## src/rtl/uart_tx_arbiter.sv

```systemverilog
// Round-robin arbiter sharing one UART transmitter hold register among NUM_REQ byte sources,
// with optional packet locking and a txrdy acknowledge timeout.
module uart_tx_arbiter #(
  parameter int NUM_REQ     = 4,
  parameter int IDX_W       = 2,
  parameter bit LOCK_EN     = 1'b1,
  parameter int ACK_TIMEOUT = 16
) (
  input  logic                 clk,
  input  logic                 aresetn,
  input  logic [NUM_REQ-1:0]   req_valid,
  input  logic [8*NUM_REQ-1:0] req_data,
  input  logic [NUM_REQ-1:0]   req_last,
  output logic [NUM_REQ-1:0]   req_ready,
  input  logic                 txrdy,
  output logic [7:0]           tx_data,
  output logic                 tx_load,
  output logic [IDX_W-1:0]     grant_idx,
  output logic                 locked,
  output logic                 busy,
  output logic                 err_timeout
);

  localparam int CNT_W = $clog2(ACK_TIMEOUT + 1);

  typedef enum logic [1:0] {ARB, LOAD, ACK_WAIT, DRAIN} state_e;

  state_e           state_q, state_d;
  logic [IDX_W-1:0] ptr_q, ptr_d;
  logic [IDX_W-1:0] grant_idx_q, grant_idx_d;
  logic [7:0]       tx_data_q, tx_data_d;
  logic             tx_load_q, tx_load_d;
  logic             locked_q, locked_d;
  logic             err_q, err_d;
  logic [CNT_W-1:0] cnt_q, cnt_d;

  logic             win_vld;
  logic [IDX_W-1:0] win_idx;
  logic [7:0]       win_data;
  logic             win_last;

  // While locked only the owner may win; otherwise search from ptr+1 upwards.
  always_comb begin
    win_vld = 1'b0;
    win_idx = '0;
    if (locked_q) begin
      if (req_valid[grant_idx_q]) begin
        win_vld = 1'b1;
        win_idx = grant_idx_q;
      end
    end else begin
      for (int k = 1; k <= NUM_REQ; k++) begin
        if (!win_vld && req_valid[(int'(ptr_q) + k) % NUM_REQ]) begin
          win_vld = 1'b1;
          win_idx = IDX_W'((int'(ptr_q) + k) % NUM_REQ);
        end
      end
    end
    win_data = req_data[8*win_idx +: 8];
    win_last = req_last[win_idx];
  end

  always_comb begin
    // NOTE: every output of this block gets a default first, so no path can infer a latch.
    state_d     = state_q;
    ptr_d       = ptr_q;
    grant_idx_d = grant_idx_q;
    tx_data_d   = tx_data_q;
    locked_d    = locked_q;
    cnt_d       = cnt_q;
    tx_load_d   = 1'b0;
    err_d       = 1'b0;
    req_ready   = '0;

    case (state_q)
      ARB: begin
        if (txrdy && win_vld) begin
          req_ready[win_idx] = 1'b1;
          tx_data_d          = win_data;
          grant_idx_d        = win_idx;
          ptr_d              = win_idx;
          locked_d           = LOCK_EN & ~win_last;
          tx_load_d          = 1'b1;
          state_d            = LOAD;
        end
      end
      LOAD: begin
        cnt_d   = '0;
        state_d = ACK_WAIT;
      end
      ACK_WAIT: begin
        if (!txrdy) begin
          state_d = DRAIN;
        end else if (cnt_q == CNT_W'(ACK_TIMEOUT - 1)) begin
          // Transmitter never took the byte: drop it but keep any packet lock.
          err_d   = 1'b1;
          state_d = ARB;
        end else begin
          cnt_d = cnt_q + 1'b1;
        end
      end
      DRAIN: begin
        if (txrdy) state_d = ARB;
      end
      default: state_d = ARB;
    endcase
  end

  // NOTE: state flops use non-blocking assignments so every flop samples pre-edge values.
  always_ff @(posedge clk or negedge aresetn) begin
    if (!aresetn) begin
      state_q     <= ARB;
      ptr_q       <= IDX_W'(NUM_REQ - 1);
      grant_idx_q <= '0;
      tx_data_q   <= '0;
      tx_load_q   <= 1'b0;
      locked_q    <= 1'b0;
      err_q       <= 1'b0;
      cnt_q       <= '0;
    end else begin
      state_q     <= state_d;
      ptr_q       <= ptr_d;
      grant_idx_q <= grant_idx_d;
      tx_data_q   <= tx_data_d;
      tx_load_q   <= tx_load_d;
      locked_q    <= locked_d;
      err_q       <= err_d;
      cnt_q       <= cnt_d;
    end
  end

  assign tx_data     = tx_data_q;
  assign tx_load     = tx_load_q;
  assign grant_idx   = grant_idx_q;
  assign locked      = locked_q;
  assign err_timeout = err_q;
  assign busy        = (state_q != ARB);

endmodule

```

## config.mk

```make
export PLATFORM = sky130hd
export DESIGN_NAME = uart_tx_arbiter
export DESIGN_NICKNAME = d
export VERILOG_FILES = /design/src/rtl/uart_tx_arbiter.sv
export SDC_FILE = /design/constraint.sdc
export NUM_CORES = 1
export LEC_CHECK = 0
export BUFFER_PORTS_ARGS = -buffer_cell sky130_fd_sc_hd__buf_4
export CORE_MARGIN = 4
export CORE_UTILIZATION = 47
export CTS_BUF_LIST = sky130_fd_sc_hd__clkbuf_16
export DETAILED_ROUTE_END_ITERATION = 12
export PLACE_DENSITY = 0.84
export SYNTH_ARGS = -nofsm -noshare
export SYNTH_HDL_FRONTEND = slang
export SYNTH_SLANG_ARGS = --single-unit
```

## constraint.sdc

```tcl
create_clock -name clk -period 2.9 [get_ports clk]
set_clock_uncertainty 0.2 [all_clocks]
set_input_delay 0.145 -clock clk [delete_from_list [all_inputs] [get_ports clk]]
set_output_delay 0.145 -clock clk [all_outputs]
set_load 0.01 [all_outputs]
```

==> impl_metrics.env, run 1 <==
export IMPL_drt_wirelength_per_cell_um=16.60
export IMPL_synth_edff_count=0
export IMPL_synthMostInstantiatedCell="sky130_fd_sc_hd__dfrtp_1"
export IMPL_first_global_vias=1396
export IMPL_postSynthRegisterBits=22
export IMPL_clk_path_buf_depth=2
export IMPL_drc=0
export IMPL_dp_hpwl_mm=3.038
export IMPL_cts_tree="done"
export IMPL_cts_inserted_buffers=3
export IMPL_grt_overflow_total=0
export IMPL_grt_antenna_before_repair=0
export IMPL_result_of_the_run="complete, no violations"
export IMPL_routed_top_layer="met4"
export IMPL_power_dissipated_by_switching_net_loads_uw=683.7
export IMPL_grt_setup_unrepaired="false"
export IMPL_routed_via_density=5.824
export IMPL_core_area_um2=2805
export IMPL_synth_area_per_cell_um2=9.615
export IMPL_num_rows=19
export IMPL_setup_tns_final_ns=0
export IMPL_critical_path_maximum_fanout=21
export IMPL_cell_internal_pwr_uw=1166
export IMPL_post_synth_main_area_contributors="sky130_fd_sc_hd__dfrtp_1, sky130_fd_sc_hd__mux2i_1, sky130_fd_sc_hd__nand2_1, sky130_fd_sc_hd__o221ai_1, sky130_fd_sc_hd__dfstp_2"
export IMPL_die_area_um2=3925
export IMPL_asyncSetResetFlopFracSynth_pct=100.0
export IMPL_clk_root_buffer_cell="sky130_fd_sc_hd__clkbuf_16"
export IMPL_post_layout_total_power_uw=1850
export IMPL_timing_critical_path_arrival_ns=2.24
export IMPL_fillerInstances=212
export IMPL_maxCapViolations=0
export IMPL_port_buffer_count=60
export IMPL_1st_iter_drt_viols=74
export IMPL_worst_pin_slew_ns=0.4563
export IMPL_drt_pass1_iterations=4
export IMPL_cts_repair_timing_setup_buffer_count=0
export IMPL_synthCells=146
export IMPL_synth_area_leader_cell="sky130_fd_sc_hd__dfrtp_1"
export IMPL_grt_use_total_pct=21.32
export IMPL_finalSetupViolCount=0
export IMPL_path_class="register to output pin"
export IMPL_hold_viol_final=0
export IMPL_wl_mm=3.967
export IMPL_share_comb_of_total_power_pct=48.0
export IMPL_floorplan_initialDensity_pct=50.04
export IMPL_wl_met2_mm=2.145
export IMPL_fmax_ghz=0.3864
export IMPL_mapped_cell_area_um2=1404
export IMPL_drive_above_1_share_pct=36.54
export IMPL_synth_top_area_share_pct=35.65
export IMPL_post_route_period_util_pct=89.25
export IMPL_maxSlewHeadroom_pct=69.58
export IMPL_seq_power_share_pct=31.1
export IMPL_top_cells_by_count_synth="sky130_fd_sc_hd__dfrtp_1, sky130_fd_sc_hd__nand2_1, sky130_fd_sc_hd__mux2i_1, sky130_fd_sc_hd__o21ai_0, sky130_fd_sc_hd__o221ai_1"
export IMPL_element_type_at_the_critical_path_start="register"
export IMPL_h_tree_depth=1
export IMPL_synthesis_yosys_warnings=0
export IMPL_floorplan_die_width_um=62.65
export IMPL_kind_of_path_behind_the_tightest_hold_check="input port to register"
export IMPL_area_growth_synth_to_final_pct=42.51
export IMPL_power_density_nw_per_um2=924.8
export IMPL_ant_nets=0
export IMPL_grt_first_pass_wirelength_mm=6.637
export IMPL_synth_lib_cells_used_distinct=38
export IMPL_chipHeight_um=62.65
export IMPL_num_nets_final=254
export IMPL_share_of_total_power_consumed_by_net_switching_pct=36.96
export IMPL_power_static_leakage_uw=0.0009938
export IMPL_clk_pin_slew_worst_paths_ns=0.06
export IMPL_end_kind="output pin"
export IMPL_postSynth_topFlopCell="sky130_fd_sc_hd__dfrtp_1"
export IMPL_numClockSinks=22
export IMPL_clk_insertion_delay_late_ns=0.26
export IMPL_vias=1392
export IMPL_finalWorstPathRequiredPeriod_ns=2.588
export IMPL_synth_seq_area_share_pct=39.39
export IMPL_routedLengthMet1_mm=1.527
export IMPL_routed_wl_met3_um=236
export IMPL_gpl_final_weighted_congestion=0.8866
export IMPL_number_of_top_level_pins=61
export IMPL_maximum_number_of_pins_on_one_net_before_global_route_repair=23
export IMPL_synth_fp_nets=191
export IMPL_finalMaxSlewViolations=0
export IMPL_clockPowerShare_pct=20.9
export IMPL_power_ir_vdd_worst_mv=0.5974
export IMPL_worst_endpoint_required_ns=2.56
export IMPL_insertedDiodeCount=0
## worst paths after layout
check	to	cells after the start	startpoint	slack, ns
setup / recovery	req_ready[3]	7	ptr_q[0]	0.31
hold / removal	tx_data[1]	3	req_data[17]	0.01
setup reg to reg	locked	7	ptr_q[1]	0.56
hold reg to reg	tx_data[3]	2	tx_data[3]	0.30
max in group asynchronous	ptr_q[0]	2	aresetn	2.11
min in group asynchronous	cnt_q[3]	2	aresetn	0.11
## stage by stage
step / worst slack [ns] / cell area [µm²] / std cells / hold WS [ns] / utilization, %
2_1_floorplan: 0.8474 / 1404 / 146 / -0.3506 / -
3_3_place_gp: 0.6930 / 1876 / 233 / -0.1508 / 66.86
3_5_place_dp: 0.5691 / 1876 / 233 / -0.1480 / 66.86
4_1_cts: 0.3099 / 2001 / 239 / 0.01660 / 71.32
5_1_grt: 0.2232 / 2001 / 239 / 0.03854 / 71.32
6_report: 0.3118 / 2001 / 239 / 0.01316 / 71.32
## flip-flops by register name (all words and copies together) (netlist names)
signal and flops:
grant_idx 2, tx_data 8, locked 1, tx_load 1, state_q 2, cnt_q 5
err_timeout 1, ptr_q 2
## cell type report
class	instances	area, µm²	area share, %
clock buffer	3	75.07	3.752
clock inverter	1	30.03	1.501
inverter	4	15.01	0.7505
multi-input combinational	114	803.3	40.15
sequential	22	553.0	27.64
tap	31	38.79	1.939
timing repair buffer	64	485.5	24.27
## cell families (layout without fill, tap and decap cells)
logic type	count (synthesis)	count (layout)	synth area share (%)
compound gates	39	39	19.25
simple gates	51	51	18.36
mux	22	22	17.11
flops	22	22	39.39
buf+inv	10	72	4.099
fa+ha+maj	2	2	1.782
## repair_timing
action | 4_1_cts | 5_1_grt
resized for setup | 0 | 0
hold buffers | 2 | 0
hold endpoints to repair | 24 | 0
## power by group through the flow
stage / registers [µW] / clock network (µW) / logic (µW)
floorplan: 574 / 0 / 601
finish: 576 / 387 / 887
global route: 601 / 407 / 975
global placement: 565 / 0 / 845
CTS: 574 / 393 / 893
detailed placement: 576 / 0 / 888
## critical path, cell delays in order, from the launching register on
cell and delay (ns):
sky130_fd_sc_hd__dfstp_2 0.59, sky130_fd_sc_hd__nor3b_1 0.06, sky130_fd_sc_hd__o21ai_0 0.33, sky130_fd_sc_hd__o311ai_4 0.15
sky130_fd_sc_hd__buf_4 0.26, sky130_fd_sc_hd__nand2b_1 0.25, sky130_fd_sc_hd__nor2b_1 0.19, sky130_fd_sc_hd__buf_4 0.15
## cells in the final DEF, fill, tap and decap left out, types with 2 or more instances in the layout
cell type | netlist | routed
sky130_fd_sc_hd__inv_1 | 3 | 3
sky130_fd_sc_hd__dfstp_2 | 2 | 2
sky130_fd_sc_hd__o21ai_0 | 10 | 10
sky130_fd_sc_hd__dlygate4sd3_1 | 0 | 2
sky130_fd_sc_hd__nor2_1 | 7 | 7
sky130_fd_sc_hd__a21o_1 | 2 | 2
sky130_fd_sc_hd__o21a_1 | 3 | 3
sky130_fd_sc_hd__o21bai_1 | 2 | 2
sky130_fd_sc_hd__nand2b_1 | 6 | 6
sky130_fd_sc_hd__mux2_2 | 3 | 3
sky130_fd_sc_hd__and3_1 | 3 | 3
sky130_fd_sc_hd__o211ai_1 | 3 | 3
sky130_fd_sc_hd__buf_4 | 0 | 62
sky130_fd_sc_hd__nor2b_1 | 2 | 2
sky130_fd_sc_hd__nand2_1 | 19 | 19
sky130_fd_sc_hd__nor3b_1 | 2 | 2
sky130_fd_sc_hd__o221ai_1 | 8 | 8
sky130_fd_sc_hd__a21oi_1 | 7 | 7
sky130_fd_sc_hd__nor3_1 | 4 | 4
sky130_fd_sc_hd__dfrtp_1 | 20 | 20
sky130_fd_sc_hd__ha_1 | 2 | 2
sky130_fd_sc_hd__clkbuf_16 | 0 | 3
sky130_fd_sc_hd__mux2i_1 | 18 | 18
## per-layer routing
layer / track usage [%] / up-vias
met5: 0 / -
li1: - / 667
met3: 5.396 / 8
met4: 7.163 / 0
met1: 24.86 / 666
met2: 37.82 / 51
No activity file was read; power rests on OpenSTA's default activity.
==> run 2, diff against run 1 <==
- CORE_UTILIZATION: 47 -> 51
- PLACE_DENSITY: 0.84 -> 0.9
- clock period: 2.9 -> 3.25 ns (I/O delays scaled with it)
==> run 2 against run 1 <==
Worst setup slack better by 0.26 ns. Cell area down 1.8%. Sequential power down 8.7%. Die area down 6.9%. Cell count down 0.84%. Utilization up 5.9 points. Count of clock-buffer cells in the layout unchanged. Combinational power down 10%. Power down 14%. Routed wire length up 1.1%. Largest power group unchanged.
==> impl_metrics.env, run 2 (synthesis results as in run 1) <==
export IMPL_setup_tns_final_ns=0
export IMPL_worst_pin_slew_ns=0.5067
export IMPL_clk_root_buffer_cell="sky130_fd_sc_hd__clkbuf_16"
export IMPL_clk_insertion_delay_late_ns=0.25
export IMPL_grt_first_pass_wirelength_mm=6.499
export IMPL_hold_viol_final=0
export IMPL_routed_via_density=5.806
export IMPL_critical_path_maximum_fanout=12
export IMPL_drive_above_1_share_pct=35.75
export IMPL_final_common_cell="sky130_fd_sc_hd__buf_4"
export IMPL_ant_nets=0
export IMPL_power_dissipated_by_switching_net_loads_uw=626.9
export IMPL_insertedDiodeCount=0
export IMPL_num_nets_final=253
export IMPL_worst_endpoint_required_ns=3.19
export IMPL_share_of_total_power_consumed_by_net_switching_pct=39.53
export IMPL_end_kind="register"
export IMPL_grt_use_total_pct=23.47
export IMPL_result_of_the_run="complete, no violations"
export IMPL_vias=1376
export IMPL_element_type_at_the_critical_path_start="register"
export IMPL_gpl_final_weighted_congestion=0.8101
export IMPL_port_buffer_count=60
export IMPL_power_ir_vdd_worst_mv=0.8406
export IMPL_fmax_ghz=0.3734
export IMPL_power_static_leakage_uw=0.0009808
export IMPL_area_growth_synth_to_final_pct=40.02
export IMPL_cts_tree="done"
export IMPL_clk_path_buf_depth=2
export IMPL_finalWorstPathRequiredPeriod_ns=2.678
export IMPL_grt_overflow_total=0
export IMPL_hold_worst_slack_ns=0.02717
export IMPL_wl_mm=4.010
export IMPL_cts_inserted_buffers=3
export IMPL_h_tree_depth=1
export IMPL_dp_hpwl_mm=2.949
export IMPL_clockPowerShare_pct=16.6
export IMPL_finalSetupViolCount=0
export IMPL_floorplan_die_width_um=60.47
export IMPL_drc=0
export IMPL_die_area_um2=3656
export IMPL_final_util_pct=77.24
export IMPL_chipHeight_um=60.47
export IMPL_drt_pass1_iterations=4
export IMPL_num_rows=18
export IMPL_drt_wirelength_per_cell_um=16.92
export IMPL_share_comb_of_total_power_pct=50.2
export IMPL_floorplan_initialDensity_pct=55.16
export IMPL_timing_critical_path_arrival_ns=2.62
export IMPL_layout_cells_most_common_list="sky130_fd_sc_hd__buf_4, sky130_fd_sc_hd__dfrtp_1, sky130_fd_sc_hd__nand2_1, sky130_fd_sc_hd__mux2i_1, sky130_fd_sc_hd__o21ai_0"
export IMPL_clk_pin_slew_worst_paths_ns=0.06
export IMPL_cell_internal_pwr_uw=959.0
export IMPL_grt_setup_unrepaired="false"
export IMPL_1st_iter_drt_viols=94
export IMPL_seq_power_share_pct=33.2
export IMPL_maxSlewHeadroom_pct=66.07
export IMPL_post_route_period_util_pct=82.40
export IMPL_kind_of_path_behind_the_tightest_hold_check="input port to register"
export IMPL_first_global_vias=1442
export IMPL_numClockSinks=22
export IMPL_maxCapViolations=0
export IMPL_maximum_number_of_pins_on_one_net_before_global_route_repair=23
export IMPL_power_density_nw_per_um2=806.8
export IMPL_core_area_um2=2545
export IMPL_finalMaxSlewViolations=0
export IMPL_path_class="register to register"
export IMPL_number_of_flip_flops_in_the_largest_register=8
export IMPL_number_of_top_level_pins=61
export IMPL_grt_antenna_before_repair=0
[run 2: cell count changes in the layout (fill, tap and decap cells not counted), sizes merged]
cell	delta
buf	-1
bufinv	-1
inv	+1
[run 2: routing by layer]
layer | global-route usage (%) | wire, µm
met5 | 0 | 0
met4 | 8.669 | 68
met3 | 4.894 | 318
met2 | 39.35 | 1966
met1 | 30.01 | 1657
[run 2: layout make-up]
cell class / instances / area (µm²)
Sequential cell: 22 / 553.0
Clock buffer: 3 / 75.07
Multi-Input combinational cell: 114 / 803.3
Fill cell: 155 / 579.3
Tap cell: 30 / 37.54
Timing Repair Buffer: 63 / 478.0
Inverter: 4 / 15.01
Clock inverter: 1 / 3.754
[run 2: critical path: stages, from the launching register on]
cell	delay, ns
sky130_fd_sc_hd__dfrtp_1	0.42
sky130_fd_sc_hd__mux4_1	0.57
sky130_fd_sc_hd__nand2_1	0.09
sky130_fd_sc_hd__a211o_1	0.38
sky130_fd_sc_hd__inv_2	0.17
sky130_fd_sc_hd__nand2b_1	0.37
sky130_fd_sc_hd__o22ai_1	0.17
sky130_fd_sc_hd__a21o_1	0.19
[run 2: final timing paths]
kind / start / endpoint / slack, ns / depth (start not counted)
worst max-delay path: grant_idx[1] / locked / 0.57 / 7
worst min-delay path: req_data[21] / tx_data[5] / 0.03 / 3
worst max register to register: grant_idx[1] / locked / 0.57 / 7
worst min register to register: tx_data[4] / tx_data[4] / 0.30 / 2
max in group asynchronous: aresetn / ptr_q[1] / 2.44 / 2
min in group asynchronous: aresetn / cnt_q[0] / 0.13 / 2
[run 2: metrics by stage]
step	power (µW)	std cells	instance area (µm²)	worst slack [ns]
5_1_grt	1678	237	1966	0.4347
3_5_place_dp	1306	231	1867	0.6631
3_3_place_gp	1266	231	1867	0.8484
4_1_cts	1579	237	1966	0.6074
6_report	1586	237	1966	0.5718
2_1_floorplan	1048	146	1404	1.197
[run 2: power groups by stage]
| stage | clock, µW | combinational, µW | sequential, µW |
|---|---|---|---|
| floorplan | 0 | 536 | 512 |
| global placement | 0 | 752 | 513 |
| detailed placement | 0 | 788 | 518 |
| CTS | 260 | 800 | 519 |
| global route | 269 | 866 | 543 |
| finish | 263 | 797 | 526 |
[run 2: timing repair]
action	CTS	global route
endpoints found under the hold margin	23	0
gates resized for setup	0	0
buffers inserted	0	0
endpoints found under the setup margin	0	0
hold buffers	2	0
